$ cat src/rtl/output_stream_packer_pkg.sv
// Shared sizing for the output stream packer: lane geometry, beats per vector,
// the buffered vector entry and the serialiser states.
package output_stream_packer_pkg;

  localparam int N_DIM_ARRAY    = 8;
  localparam int ACT_DATA_WIDTH = 8;
  localparam int VEC_BITS       = N_DIM_ARRAY * ACT_DATA_WIDTH;
  localparam int BEATS          = VEC_BITS / 32;
  localparam int BEAT_W         = (BEATS > 1) ? $clog2(BEATS) : 1;

  typedef struct packed {
    logic [31:0]                                addr;
    logic [N_DIM_ARRAY-1:0][ACT_DATA_WIDTH-1:0] data;
  } vec_entry_t;

  typedef enum logic {
    ST_IDLE   = 1'b0,
    ST_STREAM = 1'b1
  } pack_state_e;

endpackage

$ cat src/rtl/output_stream_packer_if.sv
// 32-bit beat stream with valid/ready handshake; master drives the beats.
interface output_stream_packer_if;

  logic        out_valid;
  logic [31:0] out_data;
  logic [31:0] out_addr;
  logic        out_last;
  logic        out_ready;

  modport master (output out_valid, out_data, out_addr, out_last, input out_ready);
  modport slave  (input out_valid, out_data, out_addr, out_last, output out_ready);

endinterface

$ cat src/rtl/output_stream_packer_fifo.sv
// output_vector_fifo: synchronous vector FIFO with a registered head entry,
// so the serialiser sees the oldest vector straight from a flop.
module output_vector_fifo
  import output_stream_packer_pkg::*;
#(
  parameter int DEPTH = 4
) (
  input  logic                   clk,
  input  logic                   reset,
  input  logic                   clear,
  input  logic                   wr_en,
  input  vec_entry_t             wr_data,
  input  logic                   rd_en,
  output vec_entry_t             rd_data,
  output logic                   full,
  output logic                   empty,
  output logic [$clog2(DEPTH):0] level
);

  localparam int AW = $clog2(DEPTH);

  if (DEPTH < 2 || (DEPTH & (DEPTH - 1)) != 0) begin : g_bad_depth
    $error("output_vector_fifo: DEPTH must be a power of two >= 2");
  end

  vec_entry_t    mem [DEPTH];
  logic [AW-1:0] wr_ptr, rd_ptr, rd_ptr_nxt;
  logic [AW:0]   count;
  logic          do_wr, do_rd;

  assign full       = (count == (AW+1)'(DEPTH));
  assign empty      = (count == '0);
  assign level      = count;
  assign do_rd      = rd_en && !empty;
  // a full FIFO still takes a write when the head leaves in the same cycle
  assign do_wr      = wr_en && (!full || do_rd);
  assign rd_ptr_nxt = do_rd ? rd_ptr + AW'(1) : rd_ptr;

  always_ff @(posedge clk) begin
    if (do_wr && !clear) mem[wr_ptr] <= wr_data;
  end

  always_ff @(posedge clk or negedge reset) begin
    if (!reset) begin
      wr_ptr  <= '0;
      rd_ptr  <= '0;
      count   <= '0;
      rd_data <= '0;
    end else if (clear) begin
      wr_ptr  <= '0;
      rd_ptr  <= '0;
      count   <= '0;
      rd_data <= '0;
    end else begin
      if (do_wr) wr_ptr <= wr_ptr + AW'(1);
      rd_ptr <= rd_ptr_nxt;
      count  <= count + (AW+1)'(do_wr) - (AW+1)'(do_rd);
      // bypass when the incoming entry becomes the new head
      rd_data <= (do_wr && wr_ptr == rd_ptr_nxt) ? wr_data : mem[rd_ptr_nxt];
    end
  end

endmodule

$ cat src/rtl/output_stream_packer.sv
// Buffers N-lane output vectors and streams them as 32-bit addressed beats.
// Define OUTPUT_STREAM_PACKER_DROP_CNT_EN to add a saturating drop_count port.
module output_stream_packer #(
  parameter int FIFO_DEPTH     = 4,
  parameter int N_DIM_ARRAY    = output_stream_packer_pkg::N_DIM_ARRAY,
  parameter int ACT_DATA_WIDTH = output_stream_packer_pkg::ACT_DATA_WIDTH
) (
  input  logic                                       clk,
  input  logic                                       reset,
  input  logic                                       clear,
  input  logic [31:0]                                base_addr,
  input  logic                                       wr_output_enable,
  input  logic [31:0]                                wr_output_addr,
  input  logic signed [N_DIM_ARRAY-1:0][ACT_DATA_WIDTH-1:0] wr_output_data,
  input  logic                                       finished_network,
  output_stream_packer_if.master                     stream,
  output logic [$clog2(FIFO_DEPTH):0]                fill_level,
  output logic                                       overflow,
  output logic                                       drained
`ifdef OUTPUT_STREAM_PACKER_DROP_CNT_EN
  ,
  output logic [15:0]                                drop_count
`endif
);

  import output_stream_packer_pkg::*;

  localparam int LVL_W = $clog2(FIFO_DEPTH) + 1;

  if ((N_DIM_ARRAY * ACT_DATA_WIDTH) % 32 != 0 || N_DIM_ARRAY * ACT_DATA_WIDTH == 0) begin : g_bad_width
    $error("output_stream_packer: N_DIM_ARRAY*ACT_DATA_WIDTH must be a non-zero multiple of 32");
  end
  if (N_DIM_ARRAY != output_stream_packer_pkg::N_DIM_ARRAY ||
      ACT_DATA_WIDTH != output_stream_packer_pkg::ACT_DATA_WIDTH) begin : g_bad_geom
    $error("output_stream_packer: lane geometry must match the package entry type");
  end

  pack_state_e         state, state_nxt;
  vec_entry_t          head, push_entry;
  logic                fifo_full, fifo_empty;
  logic [BEAT_W-1:0]   beat_cnt;
  logic [31:0]         base_q, beat_idx;
  logic [VEC_BITS-1:0] head_bits;
  logic                hs, last_beat, pop, push, drop, fin_q;

  assign push_entry = {wr_output_addr, wr_output_data};

  assign last_beat = (beat_cnt == BEAT_W'(BEATS - 1));
  assign hs        = stream.out_valid && stream.out_ready;
  assign pop       = hs && last_beat;
  assign push      = wr_output_enable && !clear && (!fifo_full || pop);
  assign drop      = wr_output_enable && !clear && fifo_full && !pop;

  output_vector_fifo #(.DEPTH(FIFO_DEPTH)) u_fifo (
    .clk     (clk),
    .reset   (reset),
    .clear   (clear),
    .wr_en   (push),
    .wr_data (push_entry),
    .rd_en   (pop && !clear),
    .rd_data (head),
    .full    (fifo_full),
    .empty   (fifo_empty),
    .level   (fill_level)
  );

  always_ff @(posedge clk or negedge reset) begin
    if (!reset) state <= ST_IDLE;
    else        state <= state_nxt;
  end

  // A push into an empty FIFO moves straight to STREAM so the head
  // register and state line up for a one-cycle capture-to-valid latency.
  always_comb begin
    state_nxt = state;
    if (clear) begin
      state_nxt = ST_IDLE;
    end else begin
      case (state)
        ST_IDLE:   if (!fifo_empty || push) state_nxt = ST_STREAM;
        ST_STREAM: if (pop && fill_level == LVL_W'(1) && !push) state_nxt = ST_IDLE;
        default:   state_nxt = ST_IDLE;
      endcase
    end
  end

  // Serialiser: beat data and address come from the registered head, so they
  // only move on a handshake; outputs are forced to zero outside STREAM.
  assign head_bits        = head.data;
  assign beat_idx         = head.addr * 32'(BEATS) + 32'(beat_cnt);
  assign stream.out_valid = (state == ST_STREAM);
  assign stream.out_data  = stream.out_valid ? head_bits[int'(beat_cnt)*32 +: 32] : '0;
  assign stream.out_addr  = stream.out_valid ? base_q + (beat_idx << 2) : '0;
  assign stream.out_last  = stream.out_valid && last_beat;

  always_ff @(posedge clk or negedge reset) begin
    if (!reset) begin
      beat_cnt <= '0;
      base_q   <= '0;
      overflow <= 1'b0;
      fin_q    <= 1'b0;
      drained  <= 1'b0;
    end else if (clear) begin
      beat_cnt <= '0;
      base_q   <= '0;
      overflow <= 1'b0;
      fin_q    <= 1'b0;
      drained  <= 1'b0;
    end else begin
      if (hs) beat_cnt <= last_beat ? '0 : beat_cnt + BEAT_W'(1);
      // base address is captured once at the start of every beat
      if (state_nxt == ST_STREAM && (state == ST_IDLE || hs)) base_q <= base_addr;
      if (drop) overflow <= 1'b1;
      if (finished_network) fin_q <= 1'b1;
      if (wr_output_enable)                               drained <= 1'b0;
      else if (fin_q && fifo_empty && state == ST_IDLE)   drained <= 1'b1;
    end
  end

`ifdef OUTPUT_STREAM_PACKER_DROP_CNT_EN
  always_ff @(posedge clk or negedge reset) begin
    if (!reset)                                 drop_count <= '0;
    else if (clear)                             drop_count <= '0;
    else if (drop && drop_count != 16'hFFFF)    drop_count <= drop_count + 16'd1;
  end
`endif

endmodule

$ cat src/flat_wrapper.sv
// flat-port wrapper written by rule: the top's interface ports become plain ports
module output_stream_packer_flat import output_stream_packer_pkg::*;
#(
  parameter int FIFO_DEPTH     = 4,
  parameter int N_DIM_ARRAY    = output_stream_packer_pkg::N_DIM_ARRAY,
  parameter int ACT_DATA_WIDTH = output_stream_packer_pkg::ACT_DATA_WIDTH
)
  (clk, reset, clear, base_addr, wr_output_enable, wr_output_addr, wr_output_data, finished_network, fill_level, overflow, drained, stream_out_valid, stream_out_data, stream_out_addr, stream_out_last, stream_out_ready);
  output_stream_packer_if stream_i ();
  input  logic clk;
  input  logic reset;
  input  logic clear;
  input  logic [31:0] base_addr;
  input  logic wr_output_enable;
  input  logic [31:0] wr_output_addr;
  input  logic signed [N_DIM_ARRAY-1:0][ACT_DATA_WIDTH-1:0] wr_output_data;
  input  logic finished_network;
  output logic [$clog2(FIFO_DEPTH):0] fill_level;
  output logic overflow;
  output logic drained;
  output wire logic [$bits(stream_i.out_valid)-1:0] stream_out_valid;
  output wire logic [$bits(stream_i.out_data)-1:0] stream_out_data;
  output wire logic [$bits(stream_i.out_addr)-1:0] stream_out_addr;
  output wire logic [$bits(stream_i.out_last)-1:0] stream_out_last;
  input wire logic [$bits(stream_i.out_ready)-1:0] stream_out_ready;
  assign stream_out_valid = stream_i.out_valid;
  assign stream_out_data = stream_i.out_data;
  assign stream_out_addr = stream_i.out_addr;
  assign stream_out_last = stream_i.out_last;
  assign stream_i.out_ready = stream_out_ready;
  output_stream_packer #(.FIFO_DEPTH(FIFO_DEPTH), .N_DIM_ARRAY(N_DIM_ARRAY), .ACT_DATA_WIDTH(ACT_DATA_WIDTH)) u_core (.clk(clk), .reset(reset), .clear(clear), .base_addr(base_addr), .wr_output_enable(wr_output_enable), .wr_output_addr(wr_output_addr), .wr_output_data(wr_output_data), .finished_network(finished_network), .stream(stream_i), .fill_level(fill_level), .overflow(overflow), .drained(drained));
endmodule
$ cat config.mk
export PLATFORM = sky130hd
export DESIGN_NAME = output_stream_packer_flat
export DESIGN_NICKNAME = d
export VERILOG_FILES = /design/src/rtl/output_stream_packer_pkg.sv /design/src/rtl/output_stream_packer_if.sv /design/src/rtl/output_stream_packer_fifo.sv /design/src/rtl/output_stream_packer.sv /design/src/flat_wrapper.sv
export SDC_FILE = /design/constraint.sdc
export NUM_CORES = 1
export LEC_CHECK = 0
export BUFFER_PORTS_ARGS = -buffer_cell sky130_fd_sc_hd__buf_2
export CAP_MARGIN = 20
export CORE_MARGIN = 2
export CORE_UTILIZATION = 30
export CTS_CLUSTER_SIZE = 25
export DETAILED_ROUTE_END_ITERATION = 7
export GPL_ROUTABILITY_DRIVEN = 1
export PLACE_DENSITY_LB_ADDON = 0.12
export SYNTH_ARGS = -nofsm -noshare
export SYNTH_HDL_FRONTEND = slang
export SYNTH_SLANG_ARGS = --single-unit
$ cat constraint.sdc
create_clock -name clk -period 4.8 [get_ports clk]
set_input_delay 0.24 -clock clk [delete_from_list [all_inputs] [get_ports clk]]
set_output_delay 0.24 -clock clk [all_outputs]
set_load 0.05 [all_outputs]
Word-level counts from Yosys, hierarchy flattened
Memories as Yosys holds them, arrays and structs flattened. Index checks and enable logic that the tools add are counted.

Mux-type cells: 27. Bitwise logic cells: 1. Shift-type cells: 1. Eq/ne operators: 3. Reductions and logical operators: 33. $add $sub $neg: 7.

Operators by type and width (number): $mux 93 (2); $mux 32 (4); $shiftx 64x7->32 (1); $add 32x32->32 (1); $add 30x1->30 (1); $logic_and 1x1->1 (17); $mux 1 (15); $reduce_bool 2->1 (5); $mux 2 (4); $logic_not 1->1 (5); $add 2x1->2 const B (2); $logic_or 1x1->1 (4); $add 3x1->3 (1); $eq 3x1->1 const B (1); $eq 3x3->1 const B (1); $logic_not 3->1 (1); $mux 3 (1); $reduce_bool 3->1 (1); $sub 3x1->3 (1); $eq 2x2->1 (1); $pmux 1 s2 (1); $add 1x1->1 const B (1); $not 1->1 (1).

Word-level logic and storage cells: 91. Output and inout port bits: 71. Flip-flop bits (word level): 137. Memories kept: 1. Memory bits (writable): 384. Input port bits: 134.

Memory list: u_core.u_fifo.mem (words 4, bits a word 96, rd ports 1, clocked after memory_dff 0, wr ports 1, line output_stream_packer_fifo.sv:26) `vec_entry_t mem [DEPTH];`.

Longest topological paths before layout
Depth in word-level cells: 12. Gate-level depth with buffers: 13. Mapped depth without buffers: 12.

Cells and area by module
Synthesis repeated with hierarchy kept, for this count alone.

Cells, all modules: 2323. Area total of the unflattened synthesis: 26028.7 sq um.

Modules (own cells, without submodules): output_vector_fifo (times used 1, area each 22253.8 sq um, seq. area each 14108.5 sq um, cells each 1837); output_stream_packer (times used 1, area each 3774.9 sq um, seq. area each 925.9 sq um, cells each 486).

Worst setup path after synthesis
OpenSTA, ideal clock, no wires.

Kind: flip-flop to flip-flop. From: reg u_core.state, in the netlist u_core.stream.out_valid. To: mem u_core.u_fifo.mem[2][0] (netlist name), enable pin. Buffers on the path: 0. Slack: 0.858 ns. Required time: 4.338 ns. Cell stages (with the launch flop): 6. Library setup time: 0.462 ns. Arrival: 3.480 ns. Clock period less this slack: 3.942 ns. Path through: dfrtp_1 > nand3_1 > nand3_1 > nand2_1 > nor2_1 > and2_1.

Longest elaborated chain between the ends: 9. Elaborated cells on any way between the ends: 11. Those cells by class: mux: 2; reduce/logical: 9.

Ends and longest elaborated chain: start, declared (line output_stream_packer.sv:38) `pack_state_e state, state_nxt;`; start signal, assigned (line output_stream_packer.sv:69) `else state <= state_nxt;`; $logic_and 1x1->1 * (line output_stream_packer.sv:49) `assign hs = stream.out_valid && stream.out_ready;`; $logic_and 1x1->1 * (line output_stream_packer.sv:50) `assign pop = hs && last_beat;`; $logic_and 1x1->1 (line output_stream_packer.sv:60) `.rd_en (pop && !clear),`; $logic_and 1x1->1 (line output_stream_packer_fifo.sv:34) `assign do_rd = rd_en && !empty;`; $logic_or 1x1->1 (line output_stream_packer_fifo.sv:36) `assign do_wr = wr_en && (!full || do_rd);`; $logic_and 1x1->1 * (line output_stream_packer_fifo.sv:36); $logic_and 1x1->1 * (line output_stream_packer_fifo.sv:40) `if (do_wr && !clear) mem[wr_ptr] <= wr_data;`; $mux 1 * (line output_stream_packer_fifo.sv:40); $mux 1 (not written as such) * (line output_stream_packer_fifo.sv:40); end, declared (line output_stream_packer_fifo.sv:26).

Every way passes the cells marked *; elsewhere a longest branch is shown, timed or not.

Worst setup path in the final report
From: reg u_core.base_q[2]. To: out stream_out_addr[30].

Longest elaborated chain between the ends: 2.

Ends and longest elaborated chain: start, declared (line output_stream_packer.sv:42) `logic [31:0] base_q, beat_idx;`; start signal, assigned (line output_stream_packer.sv:112) `if (state_nxt == ST_STREAM && (state == ST_IDLE || hs)) base_q <= base_addr;`; $add 32x32->32 (line output_stream_packer.sv:93) `assign stream.out_addr = stream.out_valid ? base_q + (beat_idx << 2) : '0;`; $mux 32 (line output_stream_packer.sv:93); end, declared (line flat_wrapper.sv:23) `output wire logic [$bits(stream_i.out_addr)-1:0] stream_out_addr;`.

Every way passes these cells.

==> impl_metrics.csv <==
group,metric,value,unit
placed_design,hpwl,34800,microns
placed_design,place_area,0.0235,sq mm
floorplanning,placeableCoreArea,0.0712,sq mm
power,seqPwrFrac,0.473,
synth,synth-warning-count,0,
synth,syn_area_per_cell,13.7,sq um
detailed_routing,first_pass_iters,5,
setup_path,cp.arrival,3690,ps
setup_path,r2r_slack,1440,ps
clocking,ctsHtreeMaxLevel,2,
floorplanning,dieHeight,272,microns
placed_design,portBuffers,201,
power,p_clk_frac,0.391,
synth,syn-num-nets,1743,
synth,synth_top_cell_area_share,0.520,
timing,tightest_slew,1030,ps
timing,fin_setup_tns,0,ps
synth,synth_edf_count,372,
synth,synthTopCellsByArea,"edfxtp_1 52%, dfrtp_1 16%, mux2i_1 6.1%",
detailed_routing,wl,60000,microns
timing,hold_viol,0,
setup_path,r2r-end,"u_core.u_fifo.rd_data[90]$_DFF_PN0_",
power,powerDensity,403,mW/mm^2
global_route,grt_pass1_wl,91400,microns
synth,synthArstFlopShare,0.269,
clocking,insertion_delay,630,ps
floorplanning,die_x,272,microns
detailed_routing,ant_nets,0,
power,p_total,10.7,mW
setup_path,cp_cell_sequence,"ha_1, inv_1, fa_1, nor2b_1, o31a_1, o21ai_2, a21oi_2, o41a_1, a31oi_1, mux2i_1, buf_2",
layout,nets,2061,
layout,syn_to_final_growth,24.1,%
timing,rsz0062_at_grt,"false",
min_path,hold_class,"in2async",
timing,fin_crit_sh,0.820,
synth,syn_inst,1572,
power,intPower,7.85,mW
clocking,numCtsBuffers,57,
timing,fin_crit,3930,ps
synth,yosys-top-cells-count,"372 x edfxtp_1, 162 x nand2_1, 137 x dfrtp_1, 131 x mux2i_1, 91 x o221ai_1",
synth,yosysMostFrequentCell,"edfxtp_1",
power,power_switching,2.89,mW
detailed_routing,drc,0,
layout,design_area,0.0267,sq mm
setup_path,crit_required,4560,ps
global_route,grt_overflow,0,
layout,drive_above_1_share,0.204,
floorplanning,floorplan.rows,98,
synth,yosys_register_bits,509,
clocking,tritoncts,"built",
timing,fmax,0.254,GHz
run_status,status,"complete, no violations",
setup_path,crit_end,"stream_out_addr[30]",
floorplanning,die_area,0.0738,sq mm
synth,ys.flop_type,"edfxtp_1",
timing,max_slew_margin,0.315,
setup_path,worstRegToRegCells,9,
timing,postLayoutSetupSlackWorst,865,ps
power,combPwrFrac,0.136,
synth,synth-seq-area-share,0.679,
global_route,antenna_found_initial,7,
floorplanning,boundaryPins,205,
setup_path,worstSetupEndpointType,"output port",
clocking,cts_root_buf,"clkbuf_16",
setup_path,critical_path_class,"reg2out",
detailed_routing,vias,13843,
detailed_routing,avgRoutedWirePerCell,20.8,microns
clocking,cts.sinks,509,
power,switching_share,0.269,
job,drv_cap,0,
synth,synth_top_area_cell,"edfxtp_1",
timing,report.final.slew_viol_count,0,
setup_path,start_kind,"register",
clocking,cts_buffer_depth,3,
setup_path,slowest_stage,"o41a_1",
timing,final-setup-viol-count,0,
detailed_routing,drtIter0Drc,763,
synth,synth.distinct_cells,61,
setup_path,crit_path_start,"u_core.base_q[2]$_DFFE_PN0P_",
power,leakage,9.64,nW
global_route,grtUsageTotal,0.162,
floorplanning,start_util,0.302,
layout,finish.utilization,0.374,
power,peakVddDrop,0.000249,V
placed_design,gp_congestion,0.833,
setup_path,reg2reg_from,"u_core.beat_cnt$_DFFE_PN0P_",
setup_path,cp_max_fo,7,
timing,fin_skew,27.1,ps
synth,syn_area,0.0215,sq mm
global_route,grt_max_degree,77,
placed_design,place_ws,1380,ps
clocking,path_clk_slew,60,ps
global_route,grt_pass1_vias,14555,
clocking,cts_setup_buffers,0,
setup_path,critical_path.max_stage_delay,530,ps
detailed_routing,vias_per_cell,4.79,
[power groups by stage]
stage               logic, mW  registers [mW]  clock network, mW
finish                   1.46            5.08               4.20
global route             1.61            5.10               4.53
CTS                      1.48            5.09               4.34
detailed placement       1.38            5.17                  0
global placement         1.38            5.17                  0
floorplan               0.922            5.16                  0
[layout by cell type (no fill, tap or decap), types with 22 or more instances in the layout]
cell type	Yosys	layout
nand2_1	162	162
nand2b_1	37	37
mux2i_1	131	131
a21oi_2	58	58
nor2_1	73	72
dfrtp_1	137	135
buf_2	28	199
edfxtp_1	372	372
o221ai_1	91	91
dlygate4sd3_1	0	130
a21oi_1	72	72
nor3_1	22	22
o21ai_1	74	74
ha_1	35	35
clkbuf_16	0	57
o21ai_0	68	68
[worst min path at each step]
stage	from	slack, ps	to	cells past startpoint
floorplan	reset	-60	u_core.base_q[0]$_DFFE_PN0P_	0
global placement	reset	360	u_core.base_q[0]$_DFFE_PN0P_	1
detailed placement	reset	350	u_core.base_q[0]$_DFFE_PN0P_	1
CTS	reset	240	u_core.base_q[0]$_DFFE_PN0P_	2
global route	reset	290	u_core.base_q[0]$_DFFE_PN0P_	2
finish	reset	250	u_core.base_q[0]$_DFFE_PN0P_	2
[cell type report]
| cell class | count | area (sq um) |
|---|---|---|
| fill | 6923 | 44600 |
| sequential | 509 | 14600 |
| timing repair buffer | 359 | 2660 |
| inverter | 16 | 60.1 |
| antenna | 1 | 2.50 |
| multi-input combinational | 947 | 6360 |
| clock buffer | 80 | 1560 |
| clock inverter | 27 | 243 |
| tap | 950 | 1190 |
[timing repair]
| item | in CTS | in global routing |
|---|---|---|
| gates resized for setup | 0 | 0 |
| endpoints found under the hold margin | 573 | 0 |
| hold buffers | 130 | 0 |
[per-layer routing]
layer	vias up	global-route usage	wire, microns
met5	-	0	80
li1	6574	-	-
met1	6929	0.222	28100
met3	82	0.0275	2310
met2	246	0.269	28500
met4	12	0.0350	907
[logic make-up after synthesis]
| group | Yosys count | share of synthesized area |
|---|---|---|
| flops | 509 | 0.679 |
| compound gates | 419 | 0.132 |
| simple gates | 343 | 0.0716 |
| mux | 131 | 0.0610 |
| buf+inv | 116 | 0.0268 |
| fa+ha+maj | 37 | 0.0222 |
| xor+xnor | 17 | 0.00693 |
[stage by stage]
step,instances,hold slack [ps]
global placement,2650,357
floorplan,1572,-55.6
detailed placement,2650,349
CTS,2887,244
finish,2889,246
global route,2889,289
[registers in the layout (all words and copies together), names as in the netlist]
register	cells
u_core.base_q	32
u_core.fin_q	1
u_core.u_fifo.wr_ptr	2
u_core.overflow	1
u_core.drained	1
u_core.beat_cnt	1
u_core.u_fifo.level	3
u_core.stream.out_valid	1
u_core.u_fifo.rd_ptr	2
u_core.u_fifo.mem	372
u_core.u_fifo.rd_data	93
[critical path, delay by kind of cell, from the launching register on]
family | cells | cell delay, ps
AO/OA/AOI/OAI | 5 | 1520
adder cells (fa/ha/maj) | 2 | 420
buffers and inverters | 2 | 380
flip-flops | 1 | 410
multiplexers | 1 | 280
AND/OR/NAND/NOR | 1 | 70
(Power assumes the default switching activity.)
